--- src/rtl/synth_pkg.sv ---
// Shared types and constants for the synth voice control blocks.
package synth_pkg;

    typedef enum logic [1:0] {
        SEQ_IDLE     = 2'd0,
        SEQ_GATE_ON  = 2'd1,
        SEQ_GATE_OFF = 2'd2
    } seq_state_e;

    localparam logic [1:0] GATE_QTR  = 2'd0;
    localparam logic [1:0] GATE_HALF = 2'd1;
    localparam logic [1:0] GATE_3QTR = 2'd2;
    localparam logic [1:0] GATE_FULL = 2'd3;

    localparam int unsigned MIN_STEP_PERIOD = 2;

endpackage

--- src/rtl/step_pattern_mem.sv ---
// Register-file pattern store: async clear, one write port, one read port
// that forwards a same-cycle write to the address being read.
module step_pattern_mem #(
    parameter int  STEPS = 8,
    parameter int  WIDTH = 5,
    localparam int AW    = $clog2(STEPS)
) (
    input  logic             clk,
    input  logic             rst,
    input  logic             wr_en,
    input  logic [AW-1:0]    wr_addr,
    input  logic [WIDTH-1:0] wr_data,
    input  logic [AW-1:0]    rd_addr,
    output logic [WIDTH-1:0] rd_data
);

    logic [WIDTH-1:0] mem_q [STEPS];

    // Pattern storage; cleared to rests on reset.
    always_ff @(posedge clk or posedge rst) begin
        if (rst) begin
            for (int i = 0; i < STEPS; i++) begin
                mem_q[i] <= '0;
            end
        end else if (wr_en) begin
            mem_q[wr_addr] <= wr_data;
        end
    end

    // Read port with write-through bypass.
    always_comb begin
        rd_data = mem_q[rd_addr];
        if (wr_en && (wr_addr == rd_addr)) begin
            rd_data = wr_data;
        end else begin
            rd_data = mem_q[rd_addr];
        end
    end

endmodule

--- src/rtl/step_sequencer.sv ---
// Pattern step sequencer feeding tone code and hold gate to the soundproc voice.
// Each step opens the gate for a shift-derived fraction of the step period.
module step_sequencer
    import synth_pkg::*;
#(
    parameter int  STEPS      = 8,
    parameter int  FREQ_BITS  = 4,
    parameter int  TEMPO_BITS = 16,
    localparam int IDX_W      = $clog2(STEPS),
    localparam int ENT_W      = FREQ_BITS + 1
) (
    input  logic                  clk,
    input  logic                  rst,
    input  logic                  sample_tick,
    input  logic                  run,
    input  logic [TEMPO_BITS-1:0] step_period,
    input  logic [1:0]            gate_len,
    input  logic                  wr_en,
    input  logic [IDX_W-1:0]      wr_addr,
    input  logic [ENT_W-1:0]      wr_data,
    output logic [FREQ_BITS-1:0]  tone_freq_bin,
    output logic                  hold,
    output logic [IDX_W-1:0]      step_idx,
    output logic                  step_strobe
);

    seq_state_e            state_q, state_d;
    logic [TEMPO_BITS-1:0] cnt_q, cnt_d;
    logic [TEMPO_BITS-1:0] period_q, period_d;
    logic [1:0]            gate_q, gate_d;
    logic [IDX_W-1:0]      idx_q, idx_d;
    logic [FREQ_BITS-1:0]  tone_q, tone_d;
    logic                  hold_q, hold_d;
    logic                  strobe_q, strobe_d;

    logic [IDX_W-1:0]      rd_addr_s;
    logic [ENT_W-1:0]      entry_s;
    logic [TEMPO_BITS-1:0] period_in_s;
    logic [TEMPO_BITS-1:0] on_raw_s;
    logic [TEMPO_BITS-1:0] on_len_s;
    logic                  period_end_s;
    logic                  gate_end_s;
    logic                  boundary_s;

    step_pattern_mem #(
        .STEPS (STEPS),
        .WIDTH (ENT_W)
    ) u_mem (
        .clk     (clk),
        .rst     (rst),
        .wr_en   (wr_en),
        .wr_addr (wr_addr),
        .wr_data (wr_data),
        .rd_addr (rd_addr_s),
        .rd_data (entry_s)
    );

    // Entry read at the next boundary: step 0 on start, else the following step.
    always_comb begin
        rd_addr_s = '0;
        if (state_q == SEQ_IDLE) begin
            rd_addr_s = '0;
        end else begin
            rd_addr_s = idx_q + IDX_W'(1);
        end
    end

    // Clamp incoming period and derive gate length from the latched step values.
    always_comb begin
        period_in_s = step_period;
        if (step_period < TEMPO_BITS'(MIN_STEP_PERIOD)) begin
            period_in_s = TEMPO_BITS'(MIN_STEP_PERIOD);
        end else begin
            period_in_s = step_period;
        end

        case (gate_q)
            GATE_QTR:  on_raw_s = period_q >> 2'd2;
            GATE_HALF: on_raw_s = period_q >> 2'd1;
            GATE_3QTR: on_raw_s = (period_q >> 2'd1) + (period_q >> 2'd2);
            GATE_FULL: on_raw_s = period_q - TEMPO_BITS'(1);
            default:   on_raw_s = period_q - TEMPO_BITS'(1);
        endcase

        if (on_raw_s == '0) begin
            on_len_s = TEMPO_BITS'(1);
        end else begin
            on_len_s = on_raw_s;
        end
    end

    assign period_end_s = sample_tick && (cnt_q == (period_q - TEMPO_BITS'(1)));
    assign gate_end_s   = sample_tick && (cnt_q == (on_len_s - TEMPO_BITS'(1)));

    // Next-state: stop overrides everything, then boundary, then gate-off and counting.
    always_comb begin
        state_d    = state_q;
        cnt_d      = cnt_q;
        period_d   = period_q;
        gate_d     = gate_q;
        idx_d      = idx_q;
        tone_d     = tone_q;
        hold_d     = hold_q;
        strobe_d   = 1'b0;
        boundary_s = 1'b0;

        if (!run) begin
            state_d = SEQ_IDLE;
            hold_d  = 1'b0;
            idx_d   = '0;
            cnt_d   = '0;
        end else begin
            case (state_q)
                SEQ_IDLE: begin
                    boundary_s = 1'b1;
                end
                SEQ_GATE_ON: begin
                    if (period_end_s) begin
                        boundary_s = 1'b1;
                    end else if (gate_end_s) begin
                        hold_d  = 1'b0;
                        state_d = SEQ_GATE_OFF;
                    end else begin
                        state_d = SEQ_GATE_ON;
                    end
                end
                SEQ_GATE_OFF: begin
                    if (period_end_s) begin
                        boundary_s = 1'b1;
                    end else begin
                        state_d = SEQ_GATE_OFF;
                    end
                end
                default: begin
                    state_d = SEQ_IDLE;
                    hold_d  = 1'b0;
                    idx_d   = '0;
                end
            endcase

            if (sample_tick && !boundary_s) begin
                cnt_d = cnt_q + TEMPO_BITS'(1);
            end else begin
                cnt_d = cnt_q;
            end

            // Boundary: latch tempo/gate, load the entry, restart the counter.
            if (boundary_s) begin
                cnt_d    = '0;
                strobe_d = 1'b1;
                period_d = period_in_s;
                gate_d   = gate_len;
                idx_d    = rd_addr_s;
                if (entry_s[FREQ_BITS]) begin
                    tone_d  = entry_s[FREQ_BITS-1:0];
                    hold_d  = 1'b1;
                    state_d = SEQ_GATE_ON;
                end else begin
                    hold_d  = 1'b0;
                    state_d = SEQ_GATE_OFF;
                end
            end else begin
                strobe_d = 1'b0;
            end
        end
    end

    // State and output registers.
    always_ff @(posedge clk or posedge rst) begin
        if (rst) begin
            state_q  <= SEQ_IDLE;
            cnt_q    <= '0;
            period_q <= TEMPO_BITS'(MIN_STEP_PERIOD);
            gate_q   <= GATE_QTR;
            idx_q    <= '0;
            tone_q   <= '0;
            hold_q   <= 1'b0;
            strobe_q <= 1'b0;
        end else begin
            state_q  <= state_d;
            cnt_q    <= cnt_d;
            period_q <= period_d;
            gate_q   <= gate_d;
            idx_q    <= idx_d;
            tone_q   <= tone_d;
            hold_q   <= hold_d;
            strobe_q <= strobe_d;
        end
    end

    assign tone_freq_bin = tone_q;
    assign hold          = hold_q;
    assign step_idx      = idx_q;
    assign step_strobe   = strobe_q;

endmodule
--- config.mk ---
export PLATFORM = sky130hd
export DESIGN_NAME = step_sequencer
export DESIGN_NICKNAME = d
export VERILOG_FILES = /design/src/rtl/synth_pkg.sv /design/src/rtl/step_pattern_mem.sv /design/src/rtl/step_sequencer.sv
export SDC_FILE = /design/constraint.sdc
export NUM_CORES = 1
export LEC_CHECK = 0
export ABC_AREA = 0
export CORE_MARGIN = 1
export CORE_UTILIZATION = 61
export CTS_BUF_LIST = sky130_fd_sc_hd__clkbuf_16
export CTS_CLUSTER_SIZE = 24
export DETAILED_ROUTE_END_ITERATION = 8
export PLACE_DENSITY = 0.8
export SYNTH_ARGS = -nofsm -noshare
export SYNTH_HDL_FRONTEND = slang
export SYNTH_HIERARCHICAL = 1
export SYNTH_SLANG_ARGS = --single-unit
--- constraint.sdc ---
create_clock -name clk -period 7.24 [get_ports clk]
set_clock_uncertainty 0.05 [all_clocks]
set_input_delay 0.724 -clock clk [delete_from_list [all_inputs] [get_ports clk]]
set_output_delay 0.724 -clock clk [all_outputs]
set_load 0.1 [all_outputs]
==> out/metrics.yaml, run 1 <==
end_kind: "flop"
rows: 37
setup_total_negative_slack_ns: 0
multi_input_area_um2: 4170
finalCritPeriodShare_pct: 84.7
timing.slew.headroom_pct: 30.6
antenna_cells: 0
grt_start_max_net_pins: 46
die_w_um: 106
fmax_mhz: 163
drt-initial-drc-count: 344
cts_inserted_buffers: 9
internal-power_mw: 1.74
finalWorstSetupSlack_ns: 1.10
ctsResizeCount: 0
required_ns: 7.44
total_leakage_power_nw: 3.05
synth_edf_count: 0
critPathKind: "reg -> reg"
cts_tree: "done"
dpl.hpwl_mm: 12.4
setup_viol: 0
core_um2: 10400
clk_path_buf_depth: 2
report.final.slew_viol_count: 0
first_pass_iters: 7
crit_path_max_fanout: 6
gp_congestion: 0.908
hold_class: "reg -> reg"
p_per_area_nw_per_um2: 467
clkSinkCount: 85
seq_power_share_pct: 21.4
critical_path.max_stage_delay_ns: 0.80
drc: 0
io_pins: 40
grt_pass1_vias: 5507
crit_chain: "ha_1, inv_1, fa_1, nand2b_1, a2111oi_0, nor2_1, o211a_1, a211o_1, or4_1, nor3_1, nor2_1, ha_1, xor2_1, xnor2_1, nand4_1, a21oi_1, nand2_1, nor4b_1, and4_1, nand4_1, or2_1, o21a_1"
routed_wirelength_mm: 16.8
maxCapViolCount: 0
grt_pass1_wl_mm: 27.7
fill_cells: 775
switchingPower_mw: 1.70
ys_seq_area_share_pct: 32.3
synthDistinctLibCells: 68
seqCellArea_um2: 2130
cts-root-buf: "clkbuf_16"
arrival_ns: 6.34
swShare_pct: 49.4
nets: 785
pwr-share-clk_pct: 13.7
dr_total_vias: 5409
ctsHoldBuffers: 0
tightest_slew_ns: 1.03
synth_flop_cell: "dfrtp_1"
syn-cell-area_um2: 6590
hold_path_depth: 1
comb_power_share_pct: 64.9
synth_fp_nets: 758
min_period_ns: 6.14
r2r_cells: 22
grt_overflow: 0
clk_pin_slew_worst_paths_ns: 0.08
worstSkewPairLatency_ns: 0.36
worst_path_max_delay_cell: "a2111oi_0"
htreeDepth: 3
cts_setup_buffers: 0
dieArea_um2: 11200
grt_use_total_pct: 31.9
synth_seq_cells: 85
peakVddDrop_v: 0.000355
layout-drive-gt1-share_pct: 13.3
final_common_cell: "dfrtp_1"
status: "finished, final reports clean"
hold_violations: 0
ys_async_sr_fraction_pct: 100
fp.dieH_um: 106
ys_warn_count: 6
syn_avg_cell_area_um2: 9.58
startpoint_type: "flop"
dp_slack_ns: 1.23
antenna_found_initial: 0
wl_per_cell_um: 19.6
portBuffers: 39
final_cell_mix: "dfrtp_1, nor2_1, mux2_2"
vias_per_cell: 6.32
synthCells: 688
ant_nets: 0
rsz0062_at_grt: "false"
syn2layout_area_growth_pct: 11.8
start_util_pct: 63.3
==> per-stage QoR <==
step | hold slack (ns) | util, % | cells | total power, mW | cell area, µm²
CTS | 0.452 | 70.8 | 856 | 3.42 | 7370
finish | 0.451 | 70.8 | 856 | 3.44 | 7370
detailed placement | 0.438 | 67.9 | 840 | 2.91 | 7070
global placement | 0.429 | 67.9 | 840 | 2.85 | 7070
floorplan | 0.420 | - | 688 | 2.42 | 6590
global route | 0.459 | 70.8 | 856 | 3.68 | 7370
==> per-layer routing <==
metal | vias to the layer above | routed length, µm | GRT usage [%]
li1 | 2535 | - | -
met1 | 2643 | 7000 | 38.3
met3 | 53 | 746 | 4.54
met4 | 0 | 711 | 17.2
met2 | 178 | 8360 | 55.4
met5 | - | 0 | 0
==> worst paths after layout <==
path                                      start  slack, ns               to
worst max-delay path                period_q[1]       1.10             hold
worst min-delay path            u_mem/mem_q[31]       0.45  u_mem/mem_q[31]
worst max register to register      period_q[1]       1.10             hold
worst min register to register  u_mem/mem_q[31]       0.45  u_mem/mem_q[31]
max in group asynchronous                   rst       5.61         cnt_q[0]
min in group asynchronous                   rst       0.79  u_mem/mem_q[36]
==> registers in the layout (all words and copies together) (netlist names) <==
name / cells
step_strobe: 1
hold: 1
tone_freq_bin: 4
gate_q: 2
u_mem/mem_q: 40
step_idx: 3
period_q: 16
cnt_q: 16
state_q: 2
==> cell usage after synthesis (9+ instances only) <==
master    count  area [µm²]
dfrtp_1      84        2100
a31oi_1       9        56.3
xor2_1       24         210
mux4_1       10         263
a21oi_1      20         100
mux2_2       56         631
nand2b_1      9        56.3
o21ai_0      31         155
nand4_1      14        87.6
ha_1         38         475
nor3_1       15        75.1
nand3_1      23         115
clkbuf_1     19        71.3
nand2_1      54         203
xnor2_1      50         438
nor2_1       56         210
inv_1        40         150
==> kinds of logic after synthesis <==
kind of cell / Yosys count / share of synthesized area (%)
and+or+nand+nor: 219 / 17.0
AOI/OAI and AO/OA: 120 / 12.3
DFF: 85 / 32.3
muxes: 80 / 16.7
xor gates and xnor gates: 74 / 9.83
buffers and inverters: 71 / 4.40
adders and majority gates: 39 / 7.52
==> critical path, delay by kind of cell, from the launching register on <==
kind | cells | cell delay [ns]
AOI/OAI and AO/OA | 5 | 1.75
buffers and inverters | 1 | 0.06
xor gates and xnor gates | 2 | 0.37
and+or+nand+nor | 11 | 2.46
adders and majority gates | 3 | 0.80
DFF | 1 | 0.55
==> layout make-up <==
cell class,count,area share (%)
clock buffers,9,3.06
clock inverters,7,1.00
repair buffers,47,6.11
well taps,136,2.31
multi-input cells,532,56.6
inverters,40,2.04
flip-flops and latches,85,28.9
==> power by group through the flow <==
stage	Combinational (mW)	Sequential [mW]	Clock (mW)
6_report	2.23	0.737	0.472
5_1_grt	2.43	0.753	0.492
4_1_cts	2.21	0.734	0.474
3_5_place_dp	2.17	0.740	0
3_3_place_gp	2.12	0.731	0
2_1_floorplan	1.60	0.818	0
Note: power is estimated with default switching activity, not from simulation.
==> inputs of run 2 (changes only) <==
Clock period 7.24 ns to 6.29 ns, I/O delays scaled along.
==> out/metrics.yaml, run 2 (synthesis gave the netlist of run 1 again) <==
status: "finished, final reports clean"
p_per_area_nw_per_um2: 533
cts_inserted_buffers: 9
cts_setup_buffers: 0
drc: 0
pwr-share-clk_pct: 13.4
start_util_pct: 63.3
multi_input_area_um2: 4170
post-route-util_pct: 70.9
hold_slack_ns: 0.451
min_period_ns: 5.77
hold_violations: 0
cts-root-buf: "clkbuf_16"
crit_chain: "ha_1, inv_1, fa_1, nand2b_1, a2111oi_1, buf_4, nor2_1, o211a_1, a211o_1, or4_1, nor3_1, nor2_1, ha_1, xor2_1, xnor2_1, nand4_1, a21oi_1, nand2_1, nor4b_1, and4_1, nand4_1, or2_1, o21a_1"
antenna_found_initial: 0
report.final.slew_viol_count: 0
finalWorstSetupSlack_ns: 0.519
io_pins: 40
dp_cells: 842
worst_path_max_delay_cell: "dfstp_2"
routed_wirelength_mm: 16.4
clk_pin_slew_worst_paths_ns: 0.07
htreeDepth: 3
nets: 787
hold_class: "reg -> reg"
grt_pass1_wl_mm: 27.4
antenna_cells: 0
ant_nets: 0
drt-initial-drc-count: 379
rows: 37
seq_power_share_pct: 21.5
die_w_um: 106
seqCellArea_um2: 2130
final_cells: 858
finalCritPeriodShare_pct: 91.7
dieArea_um2: 11200
fp.dieH_um: 106
startpoint_type: "flop"
clkSinkCount: 85
wl_per_cell_um: 19.1
dp_slack_ns: 0.506
largest_register_ffs: 40
critPathKind: "reg -> reg"
internal-power_mw: 2.01
setup_viol: 0
clk_path_buf_depth: 2
reg_top3: "u_mem/mem_q: 40 flops, cnt_q: 16 flops, period_q: 16 flops"
cts_tree: "done"
core_um2: 10400
peakVddDrop_v: 0.000385
required_ns: 6.48
maxCapViolCount: 0
worstSkewPairLatency_ns: 0.35
fill_cells: 761
swShare_pct: 49.0
grt_use_total_pct: 31.4
syn2layout_area_growth_pct: 12.1
finalPower_mw: 3.94
largest_register: "u_mem/mem_q"
gp_congestion: 0.946
comb_power_share_pct: 65.1
final_cell_area_um2: 7390
placed_area_um2: 7090
timing.slew.headroom_pct: 30.1
layout-drive-gt1-share_pct: 13.6
switchingPower_mw: 1.93
critical_path.max_stage_delay_ns: 0.55
first_pass_iters: 5
final_cell_mix: "dfrtp_1, nor2_1, mux2_2"
dpl.hpwl_mm: 12.3
grt_pass1_vias: 5430
crit_path_max_fanout: 6
dr_total_vias: 5397
fmax_mhz: 173
total_leakage_power_nw: 3.06
arrival_ns: 5.96
setup_total_negative_slack_ns: 0
end_kind: "flop"
grt_overflow: 0
portBuffers: 39
vias_per_cell: 6.29
final_common_cell: "dfrtp_1"
rsz0062_at_grt: "false"
tightest_slew_ns: 1.05
grt_start_max_net_pins: 46
run 2: cell type report:
cell class | count | share of cell area [%]
clock buffer | 9 | 3.05
clock inverter | 7 | 0.999
inverter | 40 | 2.03
multi-input combinational | 532 | 56.5
sequential | 85 | 28.8
tap | 136 | 2.30
timing repair buffer | 49 | 6.30
run 2: metal layers:
metal	wire length, µm	vias up	global-route usage, %
li1	-	2543	-
met1	6810	2627	38.7
met2	8270	185	54.2
met3	755	42	4.60
met4	522	0	14.7
met5	0	-	0
run 2: final timing paths:
path / startpoint / end / slack (ns) / cells past startpoint
worst max-delay path: period_q[1] / hold / 0.52 / 23
worst min-delay path: u_mem/mem_q[13] / u_mem/mem_q[13] / 0.45 / 1
worst max register to register: period_q[1] / hold / 0.52 / 23
worst min register to register: u_mem/mem_q[13] / u_mem/mem_q[13] / 0.45 / 1
max in group asynchronous: rst / cnt_q[12] / 4.69 / 2
min in group asynchronous: rst / u_mem/mem_q[16] / 0.71 / 3
run 2: what timing repair did:
item,CTS,global route
endpoints found under the setup margin,0,1
resized for setup,0,1
hold buffers,0,0
hold endpoints to repair,0,0
run 2: critical path, delay by kind of cell (launching register included):
family / cells / cell delay (ns)
adder cells (fa/ha/maj): 3 / 0.83
AO/OA/AOI/OAI: 5 / 1.35
XOR/XNOR: 2 / 0.33
buffers and inverters: 2 / 0.26
flip-flops: 1 / 0.55
AND/OR/NAND/NOR: 11 / 2.27
run 2: power by group through the flow:
| stage | clock [mW] | combinational (mW) | sequential [mW] |
|---|---|---|---|
| floorplan | 0 | 1.85 | 0.941 |
| global placement | 0 | 2.46 | 0.839 |
| detailed placement | 0 | 2.50 | 0.852 |
| CTS | 0.538 | 2.52 | 0.844 |
| global route | 0.559 | 2.81 | 0.866 |
| finish | 0.529 | 2.56 | 0.848 |
==> inputs of run 3 (changes only) <==
Clock period 6.29 ns to 5.4 ns, I/O delays scaled along.
==> out/metrics.yaml, run 3 (synthesis gave the netlist of run 1 again) <==
status: "finished, final reports clean"
drt-initial-drc-count: 385
crit_path_max_fanout: 4
p_per_area_nw_per_um2: 641
cts_inserted_buffers: 9
tightest_slew_ns: 1.03
grt_use_total_pct: 32.5
finalPower_mw: 4.87
grt_pass1_wl_mm: 28.3
total_leakage_power_nw: 3.16
largest_register: "u_mem/mem_q"
largest_register_ffs: 40
dp_slack_ns: -0.327
gp_congestion: 0.940
wl_per_cell_um: 19.7
hold_violations: 0
grt_pass1_vias: 5647
clk_path_buf_depth: 2
portBuffers: 39
worst_path_max_delay_cell: "dfstp_2"
fp.dieH_um: 106
antenna_cells: 0
reg_top3: "u_mem/mem_q: 40 flops, cnt_q: 16 flops, period_q: 16 flops"
ctsHoldBuffers: 0
first_pass_iters: 6
r2r_cells: 23
dieArea_um2: 11200
routed_wirelength_mm: 17.2
clkSinkCount: 85
critPathKind: "reg -> reg"
setup_viol: 0
cp_common_cell: "nand4_1"
die_w_um: 106
antenna_found_initial: 0
fmax_mhz: 189
core_um2: 10400
fill_cells: 754
cts-root-buf: "clkbuf_16"
start_util_pct: 63.3
final_common_cell: "dfrtp_1"
hold_path_depth: 1
finalCritPeriodShare_pct: 97.9
io_pins: 40
clk_pin_slew_worst_paths_ns: 0.08
worstSkewPairLatency_ns: 0.34
drc: 0
cts_setup_buffers: 0
min_period_ns: 5.28
timing.slew.headroom_pct: 31.0
dr_total_vias: 5497
maxCapViolCount: 0
syn2layout_area_growth_pct: 15.3
end_kind: "flop"
startpoint_type: "flop"
peakVddDrop_v: 0.000343
dpl.hpwl_mm: 12.8
grt_overflow: 0
htreeDepth: 3
vias_per_cell: 6.29
nets: 803
hold_class: "reg -> reg"
grt_start_max_net_pins: 46
report.final.slew_viol_count: 0
ant_nets: 0
required_ns: 5.59
rows: 37
critical_path.max_stage_delay_ns: 0.56
layout-drive-gt1-share_pct: 17.6
finalWorstSetupSlack_ns: 0.116
crit_chain: "ha_2, inv_1, fa_2, nand2b_4, a2111oi_4, buf_4, o21ai_0, a21o_1, a31o_2, or4_4, nor3_4, nor2_1, ha_1, xor2_1, xnor2_1, nand4_1, a21oi_2, nand2_1, nor4b_2, and4_1, nand4_1, or2_1, o21a_1"
arrival_ns: 5.47
final_cell_mix: "dfrtp_1, mux2_2, nor2_1"
cts_tree: "done"
## run 3: cell count changes in the layout (fill, tap and decap cells not counted), sizes merged
| cell | change |
|---|---|
| buf | +16 |
## run 3: power by group
part	switching, mW	total (mW)	leakage, nW	internal (mW)
clock network	0.311	0.640	0.149	0.330
logic	1.89	3.23	1.95	1.34
registers	0.198	0.999	1.06	0.801
total	2.40	4.87	3.16	2.47
## run 3: worst max-delay path: cells and delay by family, from the launching register on
family / cells / cell delay, ns
AND/OR/NAND/NOR: 10 / 1.98
XOR/XNOR: 2 / 0.33
flip-flops: 1 / 0.56
adder cells (fa/ha/maj): 3 / 0.76
buffers and inverters: 2 / 0.22
AO/OA/AOI/OAI: 6 / 1.27
## run 3: final cells by class
type                    instances  area, µm²  share of cell area [%]
inverters                      40        150                    1.98
flip-flops and latches         85       2130                    28.0
clock inverters                 7       76.3                    1.00
multi-input cells             532       4260                    56.1
well taps                     136        170                    2.24
clock buffers                   9        225                    2.96
repair buffers                 65        586                    7.70
## run 3: routing by layer
metal	up-vias	track usage (%)	part of all wire, %
met5	-	0	0
met4	0	13.6	3.6
met1	2712	40.2	42
met2	175	56.9	51
li1	2564	-	-
met3	46	4.60	4.0
## run 3: metrics by stage
step	hold WS [ns]	utilization [%]	instance area (µm²)	TNS, ns	cells
after global routing	0.470	73.0	7600	-0.0192	874
final	0.454	73.0	7600	0	874
after detailed placement	0.439	69.2	7210	-0.873	858
after floorplan	0.420	-	6590	0	688
after global placement	0.429	69.2	7210	-0.390	858
after CTS	0.458	72.4	7540	0	874
## run 3: path summary, 6_finish.rpt
check	start	to	slack, ns
worst min-delay path	u_mem/mem_q[33]	u_mem/mem_q[33]	0.45
max in group asynchronous	rst	cnt_q[12]	3.90
worst max register to register	period_q[1]	hold	0.12
min in group asynchronous	rst	u_mem/mem_q[11]	0.63
worst min register to register	u_mem/mem_q[33]	u_mem/mem_q[33]	0.45
worst max-delay path	period_q[1]	hold	0.12
## run 3: what timing repair did
action,4_1_cts,5_1_grt
pin swaps,1,7
setup endpoints to repair,3,3
gates resized for setup,6,14
